===== config.mk =====
export PLATFORM = sky130hd
export DESIGN_NAME = serial_add_seq
export DESIGN_NICKNAME = d
export VERILOG_FILES = /design/src/rtl/serial_add_seq.sv
export SDC_FILE = /design/constraint.sdc
export NUM_CORES = 1
export LEC_CHECK = 0
export ABC_CLOCK_PERIOD_IN_PS = 1600
export CORE_UTILIZATION = 50
export DETAILED_ROUTE_END_ITERATION = 12
export DONT_BUFFER_PORTS = 1
export GPL_TIMING_DRIVEN = 1
export MAX_ROUTING_LAYER = met4
export PLACE_DENSITY = 0.62
export SLEW_MARGIN = 5
export SYNTH_ARGS = -nofsm -noshare
export SYNTH_HDL_FRONTEND = slang
export SYNTH_SLANG_ARGS = --single-unit

===== constraint.sdc =====
create_clock -name clk -period 1.6 [get_ports clk]
set_input_delay 0.4 -clock clk [delete_from_list [all_inputs] [get_ports clk]]
set_output_delay 0.4 -clock clk [all_outputs]
set_load 0.01 [all_outputs]

===== src/rtl/serial_add_seq.sv =====
// serial_add_seq: feeds two parallel operands LSB-first to a bit-serial
// adder cell, collects the serial sum and returns it with the carry-out.
//
// Ports:
//   clk, reset                  rising-edge clock, sync active-high reset
//   in_valid/in_ready           operand handshake, in_a/in_b operands
//   ser_a/ser_b                 current serial operand bits to the cell
//   ser_clr/ser_en              cell carry clear / carry update enable
//   ser_sum/ser_cout            combinational sum / carry from the cell
//   out_valid/out_ready         result handshake, out_sum/out_cout result
module serial_add_seq #(
  parameter int WIDTH = 4
) (
  input  logic             clk,
  input  logic             reset,
  input  logic             in_valid,
  input  logic [WIDTH-1:0] in_a,
  input  logic [WIDTH-1:0] in_b,
  output logic             in_ready,
  output logic             ser_a,
  output logic             ser_b,
  output logic             ser_clr,
  output logic             ser_en,
  input  logic             ser_sum,
  input  logic             ser_cout,
  output logic             out_valid,
  output logic [WIDTH-1:0] out_sum,
  output logic             out_cout,
  input  logic             out_ready
);

  localparam int CW = (WIDTH > 1) ? $clog2(WIDTH) : 1;
  localparam logic [CW-1:0] LAST = CW'(WIDTH - 1);

  typedef enum logic [1:0] {
    IDLE,
    SHIFT,
    DONE
  } state_e;

  state_e           state_q, state_d;
  logic [CW-1:0]    cnt_q, cnt_d;
  logic [WIDTH-1:0] sa_q, sa_d;
  logic [WIDTH-1:0] sb_q, sb_d;
  logic [WIDTH-1:0] sres_q, sres_d;
  logic [WIDTH-1:0] osum_q, osum_d;
  logic             cout_q, cout_d;
  logic [WIDTH-1:0] sres_nx;
  logic             shift_act;

  assign sres_nx = {ser_sum, sres_q[WIDTH-1:1]};

  always_comb begin
    state_d = state_q;
    cnt_d   = cnt_q;
    sa_d    = sa_q;
    sb_d    = sb_q;
    sres_d  = sres_q;
    osum_d  = osum_q;
    cout_d  = cout_q;
    unique case (state_q)
      IDLE: begin
        if (in_valid) begin
          sa_d    = in_a;
          sb_d    = in_b;
          sres_d  = '0;
          cnt_d   = '0;
          state_d = SHIFT;
        end
      end
      SHIFT: begin
        sa_d   = sa_q >> 1;
        sb_d   = sb_q >> 1;
        sres_d = sres_nx;
        cnt_d  = cnt_q + CW'(1);
        if (cnt_q == LAST) begin
          // Result register takes the completed sum on the last bit
          cout_d  = ser_cout;
          osum_d  = sres_nx;
          state_d = DONE;
        end
      end
      DONE: begin
        if (out_ready) begin
          cout_d  = 1'b0;
          osum_d  = '0;
          sres_d  = '0;
          state_d = IDLE;
        end
      end
      default: state_d = IDLE;
    endcase
  end

  always_ff @(posedge clk) begin
    if (reset) begin
      state_q <= IDLE;
      cnt_q   <= '0;
      sa_q    <= '0;
      sb_q    <= '0;
      sres_q  <= '0;
      osum_q  <= '0;
      cout_q  <= 1'b0;
    end else begin
      state_q <= state_d;
      cnt_q   <= cnt_d;
      sa_q    <= sa_d;
      sb_q    <= sb_d;
      sres_q  <= sres_d;
      osum_q  <= osum_d;
      cout_q  <= cout_d;
    end
  end

  // Reset overrides the control outputs so an aborted op clears the carry
  assign shift_act = (state_q == SHIFT) && !reset;

  assign in_ready  = reset || (state_q == IDLE);
  assign ser_clr   = !shift_act;
  assign ser_en    = shift_act;
  assign ser_a     = shift_act & sa_q[0];
  assign ser_b     = shift_act & sb_q[0];
  assign out_valid = !reset && (state_q == DONE);
  assign out_sum   = osum_q;
  assign out_cout  = cout_q;

endmodule


# Word-level counts from Yosys, hierarchy flattened
# Index checks and enable logic that the tools add are counted.
[classes] add_sub_neg=1 eq_ne=6 mux=18 bitwise_logic=2 n_reduce_logical=13
[ops] operator="$pmux W4 S2" n=3
[ops] operator="$mux W4" n=5
[ops] operator="$pmux W4 S3" n=1
[ops] operator="$reduce_and A3 Y1" n=3
[ops] operator="$mux W2" n=4
[ops] operator="$ne A2 B2 Y1 const B" n=3
[ops] operator="$pmux W2 S3" n=1
[ops] operator="$eq A2 B2 Y1 const B" n=2
[ops] operator="$pmux W2 S2" n=1
[ops] operator="$reduce_bool A2 Y1" n=2
[ops] operator="$reduce_bool A3 Y1" n=1
[ops] operator="$add A2 B1 Y2 const B" n=1
[ops] operator="$and A1 B1 Y1" n=2
[ops] operator="$eq A2 B1 Y1 const B" n=1
[ops] operator="$logic_and A1 B1 Y1" n=2
[ops] operator="$logic_not A1 Y1" n=2
[ops] operator="$logic_not A2 Y1" n=1
[ops] operator="$mux W1" n=2
[ops] operator="$pmux W1 S2" n=1
[ops] operator="$reduce_and A2 Y1" n=1
[ops] operator="$logic_or A1 B1 Y1" n=1
[totals] regBits=21 out_inout_bits=11 word_cells=47

# Longest topological paths before layout
# Gate-level depths: netlist of the first run.
[logic_depth] word_depth=3 depth_mapped=5

# Worst setup path after synthesis of the first run
# No wires, ideal clock.
[synth_timing] kind="flip-flop to output port" startpoint="register state_q[1]" endpoint="output port ser_a" arrival_ps=1081 t_required_ps=1200 slack_ps=119 stages_incl_launch_ff=5 path_buffers=1 cell_sequence="dfxtp_1 buf_6 nand2b_1 nor2_2 and2_1"
[synth_between] elab_chain_len=3
[synth_lines] item="from (decl)" line="41" source="state_e state_q, state_d;"
[synth_lines] item="from (signal assigned)" line="105" source="state_q <= state_d;"
[synth_lines] item="$eq A2 B1 Y1" line="116" source="assign shift_act = (state_q == SHIFT) && !reset;"
[synth_lines] item="$logic_and A1 B1 Y1" line="116"
[synth_lines] item="named net ser_en" line="23" source="output logic ser_en,"
[synth_lines] item="$and A1 B1 Y1" line="121" source="assign ser_a = shift_act & sa_q[0];"
[synth_lines] item="to (decl)" line="20" source="output logic ser_a,"
# The timed path passes the listed nets, and every way through them passes these cells.

# Worst setup path after layout of the first run
[layout_timing] startpoint="register state_q[1]" endpoint="output port ser_en"
[layout_between] elab_chain_len=2
[layout_lines] item="$eq A2 B1 Y1" line="116"
[layout_lines] item="$logic_and A1 B1 Y1" line="116"
[layout_lines] item="to (decl)" line="23"
# Every way passes these cells.

==> results of run 1 <==
## registers in the layout, indices dropped and copies added, names as in the netlist
signal / cells
sb_q: 4
state_q: 2
out_sum: 4
out_cout: 1
cnt_q: 2
sres_q: 3
sa_q: 4
## cell usage in the layout (no fill, tap or decap), types with 2 or more instances in the layout
master	count
and3_1	3
a221o_1	3
a22o_1	5
clkbuf_4	3
o21ai_1	3
a21oi_1	7
o221a_1	2
mux2i_1	5
inv_1	4
nor2b_4	2
nand4bb_1	2
nor2_1	11
a211oi_1	5
dfxtp_1	18
buf_4	5
and2_4	2
## critical path: stages (launching register included)
cell and delay [ns]:
dfxtp_4 0.38, nand2b_4 0.17, nor2_4 0.13, buf_4 0.17
## routing by layer
| layer | track usage (%) | vias up |
|---|---|---|
| met2 | 25.8 | 14 |
| met5 | - | - |
| met4 | 12.7 | 0 |
| met1 | 26.8 | 314 |
| met3 | 3.60 | 4 |
| li1 | - | 360 |
## metrics by stage
stage	area (sq um)	power, mW	TNS, ns
after global placement	957	0.645	0
after detailed placement	957	0.649	0
final	1040	0.930	0
after global routing	1040	0.980	-0.0141
after floorplan	937	0.639	0
after CTS	1020	0.941	0
## logic make-up (layout without fill, tap and decap cells)
group / after synthesis / in the layout / synth area share [%]
mux: 5 / 5 / 5.34
compound gates: 30 / 30 / 26.0
flops: 20 / 20 / 42.7
fa+ha+maj: 1 / 1 / 1.33
simple gates: 29 / 29 / 18.2
buf+inv: 12 / 14 / 6.41
## cell type report
class | count | area share, %
Sequential cell | 20 | 39.1
Tap cell | 25 | 3.02
Inverter | 5 | 1.81
Clock buffer | 4 | 3.50
Timing Repair Buffer | 5 | 3.62
Multi-Input combinational cell | 65 | 48.9
## path summary, 6_finish.rpt
kind,to,slack (ns)
max reg2reg,out_cout$_SDFFE_PP0P_,0.25
min reg2reg,cnt_q[0]$_SDFFE_PP0P_,0.48
min,cnt_q[1]$_SDFFE_PP0P_,0.16
max,ser_en,0.05
## what timing repair did
item	in CTS	in global routing
gates cloned	0	0
resized for setup	8	3
pin swaps	1	1
buffers inserted	0	1
setup endpoints to repair	4	4
## power breakdown
| part | total (mW) | switching [mW] | internal [mW] |
|---|---|---|---|
| combinational | 0.104 | 0.0532 | 0.0512 |
| clock | 0.288 | 0.149 | 0.139 |
| sequential | 0.537 | 0.0167 | 0.520 |
==> results.py, run 1 <==
metrics = {
    "yosys": {
        "syn_inst": 97,
        "ys.warnings.count": 0,
        "yosys-top-cells-area": "dfxtp_1, mux2i_1, a22o_1",
        "synth_top_area_share_pct": 42.7,
        "synthesis.area_sq_um": 937,
        "synth_top_flop_cell": "dfxtp_1",
        "synth.yosys.seq_area_share_pct": 42.7,
        "ys_types": 33,
        "synth_edf_count": 0,
        "async_flop_share_pct": 0,
        "ys_top_cells_by_count": "dfxtp_1, nor2_1, a21oi_1",
        "synthesis.nets": 112,
        "syn_avg_cell_area_sq_um": 9.66,
        "synth_most_common_cell": "dfxtp_1",
        "ys_seq_elements": 20,
        "yosysTopAreaCell": "dfxtp_1",
    },
    "routing": {
        "drt_iter0_markers": 18,
        "remaining_drc_errors": 0,
        "top_layer_used": "met4",
        "vias": 692,
        "avgViaCountPerCell": 5.58,
        "wl_per_cell_um": 14.3,
        "met1_length_um": 869,
        "wl_met2_um": 806,
        "drtAntennaViolNets": 0,
        "drt_pass1_iterations": 4,
        "routed_wirelength_um": 1780,
        "wl_met3_um": 55,
    },
    "status": {
        "status": "finished clean",
    },
    "power_and_ir_drop": {
        "p_leak_nw": 0.404,
        "power_density_nw_per_um2": 897,
        "ir_drop_mv": 0.563,
    },
    "hold_path": {
        "hold_path_depth": 1,
        "hold_path.startpoint": "reset",
        "hold_class": "in2reg",
    },
    "floorplanning": {
        "die_height_um": 45.3,
        "ios": 25,
        "start_util_pct": 53.7,
        "die_x_um": 45.3,
        "fp-row-count": 15,
        "dieArea_sq_um": 2050,
        "core-area_sq_um": 1750,
    },
    "placement": {
        "place_ws_ns": 0.218,
        "hpwl_um": 1270,
        "globalplace.congestion": 0.752,
        "io_buffer_count": 0,
        "placed_cells": 119,
    },
    "clock_tree": {
        "h-tree-depth": 1,
        "cts_buffers": 3,
        "cts_sinks": 20,
        "hold_buffers": 0,
        "cts-root-buf": "clkbuf_4",
        "path_clk_slew_ns": 0.11,
        "ctsLongestPathBuffers": 2,
        "clk_latency_ns": 0.30,
        "cts_tree": "done",
    },
    "sta": {
        "period_needed_ns": 1.55,
        "hold_viol": 0,
        "fin_crit_sh_pct": 96.7,
        "whs_ns": 0.160,
        "slew_headroom_pct": 76.2,
        "final-max-slew-violation-count": 0,
        "finalWorstSetupSlack_ns": 0.0526,
        "max_slew.worst_pin.slew_ns": 0.356,
        "setup_viol": 0,
        "fin_skew_ns": 0.00404,
        "max_freq_mhz": 646,
    },
    "final_layout": {
        "multi_input_area_sq_um": 507,
        "nets": 115,
        "area_growth_pct": 10.5,
        "antenna_cells": 0,
        "post-route-util_pct": 59.4,
        "fin_cells": 124,
        "drive_gt1_share_pct": 22.2,
        "ff_latch_area_sq_um": 405,
        "n_fill_cell": 167,
    },
    "global_route": {
        "grt_pass1_vias": 585,
        "track_usage_pct": 19.6,
        "globalRouteOverflowTotal": 0,
        "grt_max_degree": 20,
        "grt_pass1_wl_um": 2710,
        "antenna_found_initial": 0,
    },
    "critical_path": {
        "end_kind": "output pin",
        "setup.worst_path.start": "state_q[1]$_SDFFE_PP0P_",
        "rr_worst_depth": 4,
        "critPathKind": "reg2out",
        "required_ns": 1.20,
        "timing.rr.start": "state_q[0]$_SDFFE_PP0P_",
        "path_max_fanout": 8,
        "crit_path_start_kind": "flip-flop",
        "crit_arrival_ns": 1.15,
    },
    "flow_run": {
        "maxCapViolCount": 0,
    },
}
No activity file was read; power rests on OpenSTA's default activity.
==> inputs of run 2 (changes only) <==
Settings changed: CELL_PAD_IN_SITES_DETAIL_PLACEMENT from default to 0, CELL_PAD_IN_SITES_GLOBAL_PLACEMENT from default to 1, CORE_UTILIZATION 50 to 48, CTS_BUF_LIST from default to sky130_fd_sc_hd__clkbuf_8, PLACE_DENSITY 0.62 to 0.77.
==> results.py, run 2 (synthesis results as in run 1) <==
metrics = {
    "floorplanning": {
        "core-area_sq_um": 1780,
        "ios": 25,
        "start_util_pct": 52.6,
        "die_x_um": 46.2,
        "die_height_um": 46.2,
        "dieArea_sq_um": 2130,
        "fp-row-count": 15,
    },
    "sta": {
        "rsz0062_at_grt": "no",
        "fin_skew_ns": 0.00500,
        "max_freq_mhz": 662,
        "max_slew.worst_pin.slew_ns": 0.340,
        "slew_headroom_pct": 77.2,
        "fin_crit_sh_pct": 94.4,
        "final-max-slew-violation-count": 0,
        "whs_ns": 0.201,
        "hold_viol": 0,
        "period_needed_ns": 1.51,
        "setup_viol": 0,
        "fin_tns_setup_ns": 0,
    },
    "final_layout": {
        "antenna_cells": 0,
        "drive_gt1_share_pct": 21.2,
        "nets": 115,
        "final_cell_mix": "dfxtp_1, nor2_1, a21oi_1",
        "fin_cells": 124,
        "area_growth_pct": 12.7,
        "fin_area_sq_um": 1060,
        "post-route-util_pct": 59.2,
        "final_common_cell": "dfxtp_1",
    },
    "clock_tree": {
        "hold_buffers": 0,
        "clk_latency_ns": 0.26,
        "cts_buffers": 3,
        "ctsLongestPathBuffers": 2,
        "cts_sinks": 20,
        "cts_tree": "done",
        "path_clk_slew_ns": 0.07,
        "h-tree-depth": 1,
        "cts-root-buf": "clkbuf_8",
    },
    "global_route": {
        "grt_max_degree": 20,
        "track_usage_pct": 19.4,
        "grt_pass1_vias": 603,
        "grt_pass1_wl_um": 2800,
        "antenna_found_initial": 0,
        "globalRouteOverflowTotal": 0,
    },
    "routing": {
        "remaining_drc_errors": 0,
        "avgViaCountPerCell": 5.66,
        "wl_per_cell_um": 14.8,
        "drt_pass1_iterations": 4,
        "routed_wirelength_um": 1830,
        "drtAntennaViolNets": 0,
        "vias": 702,
        "drt_iter0_markers": 16,
    },
    "flow_run": {
        "maxCapViolCount": 0,
    },
    "power_and_ir_drop": {
        "p_leak_nw": 0.416,
        "power_density_nw_per_um2": 1090,
        "ir_drop_mv": 0.820,
    },
    "hold_path": {
        "hold_class": "in2reg",
        "hold_path_depth": 1,
    },
    "critical_path": {
        "required_ns": 1.20,
        "rr_worst_depth": 4,
        "crit_path_start_kind": "flip-flop",
        "crit_arrival_ns": 1.11,
        "path_max_fanout": 9,
        "critPathKind": "reg2out",
        "end_kind": "output pin",
    },
    "placement": {
        "io_buffer_count": 0,
        "dpl_cell_area_sq_um": 957,
        "placed_cells": 119,
        "globalplace.congestion": 0.708,
        "hpwl_um": 1250,
    },
    "status": {
        "status": "finished clean",
    },
}
==> run 2: cell count changes in the layout (fill, tap and decap cells not counted), sizes merged <==
cell / change
clkbuf: -1
bufinv: +1
==> run 2: layer usage <==
metal,vias up,GRT usage [%],part of all wire (%)
li1,359,-,-
met4,0,5.29,0.60
met2,22,29.6,50
met3,2,6.67,5.9
met5,-,-,0
met1,319,24.3,43
==> run 2: final timing paths <==
kind / startpoint / to / slack (ns)
worst max-delay path: state_q[1]$_SDFFE_PP0P_ / out_valid / 0.09
worst min-delay path: reset / state_q[1]$_SDFFE_PP0P_ / 0.20
worst max register to register: state_q[0]$_SDFFE_PP0P_ / sres_q[2]$_SDFFE_PP0P_ / 0.28
worst min register to register: cnt_q[0]$_SDFFE_PP0P_ / cnt_q[0]$_SDFFE_PP0P_ / 0.47
==> run 2: critical path, cell delays in order (launching register included) <==
cell,delay (ns)
dfxtp_2,0.39
nor2b_2,0.24
nor2b_2,0.22
==> run 2: report_power, final <==
group	internal (mW)	switching, mW
sequential	0.522	0.0167
combinational	0.0523	0.0528
clock	0.334	0.172
==> run 2: area by class of cell <==
| type | count | area, sq um |
|---|---|---|
| Tap cell | 25 | 31.3 |
| Fill cell | 163 | 727 |
| Clock inverter | 1 | 30.0 |
| Timing Repair Buffer | 5 | 37.5 |
| Clock buffer | 3 | 41.3 |
| Inverter | 5 | 18.8 |
| Multi-Input combinational cell | 65 | 494 |
| Sequential cell | 20 | 403 |
==> run 2: timing repair <==
item                                    4_1_cts  5_1_grt
gates resized for setup                       5        2
endpoints found under the setup margin        4        5
buffers inserted                              1        0
pin swaps                                     1        0
==> run 2: per-stage QoR <==
| step | setup slack (ns) | power [mW] |
|---|---|---|
| after floorplan | 0.119 | 0.639 |
| after global placement | 0.240 | 0.646 |
| after detailed placement | 0.232 | 0.648 |
| after CTS | 0.0125 | 1.16 |
| after global routing | 0.0115 | 1.20 |
| final | 0.0890 | 1.15 |
==> inputs of run 3 (changes only) <==
Settings changed: CAP_MARGIN from default to 20.
==> results of run 3 <==
Final layout, timing and power as in run 2 (identical DEF).
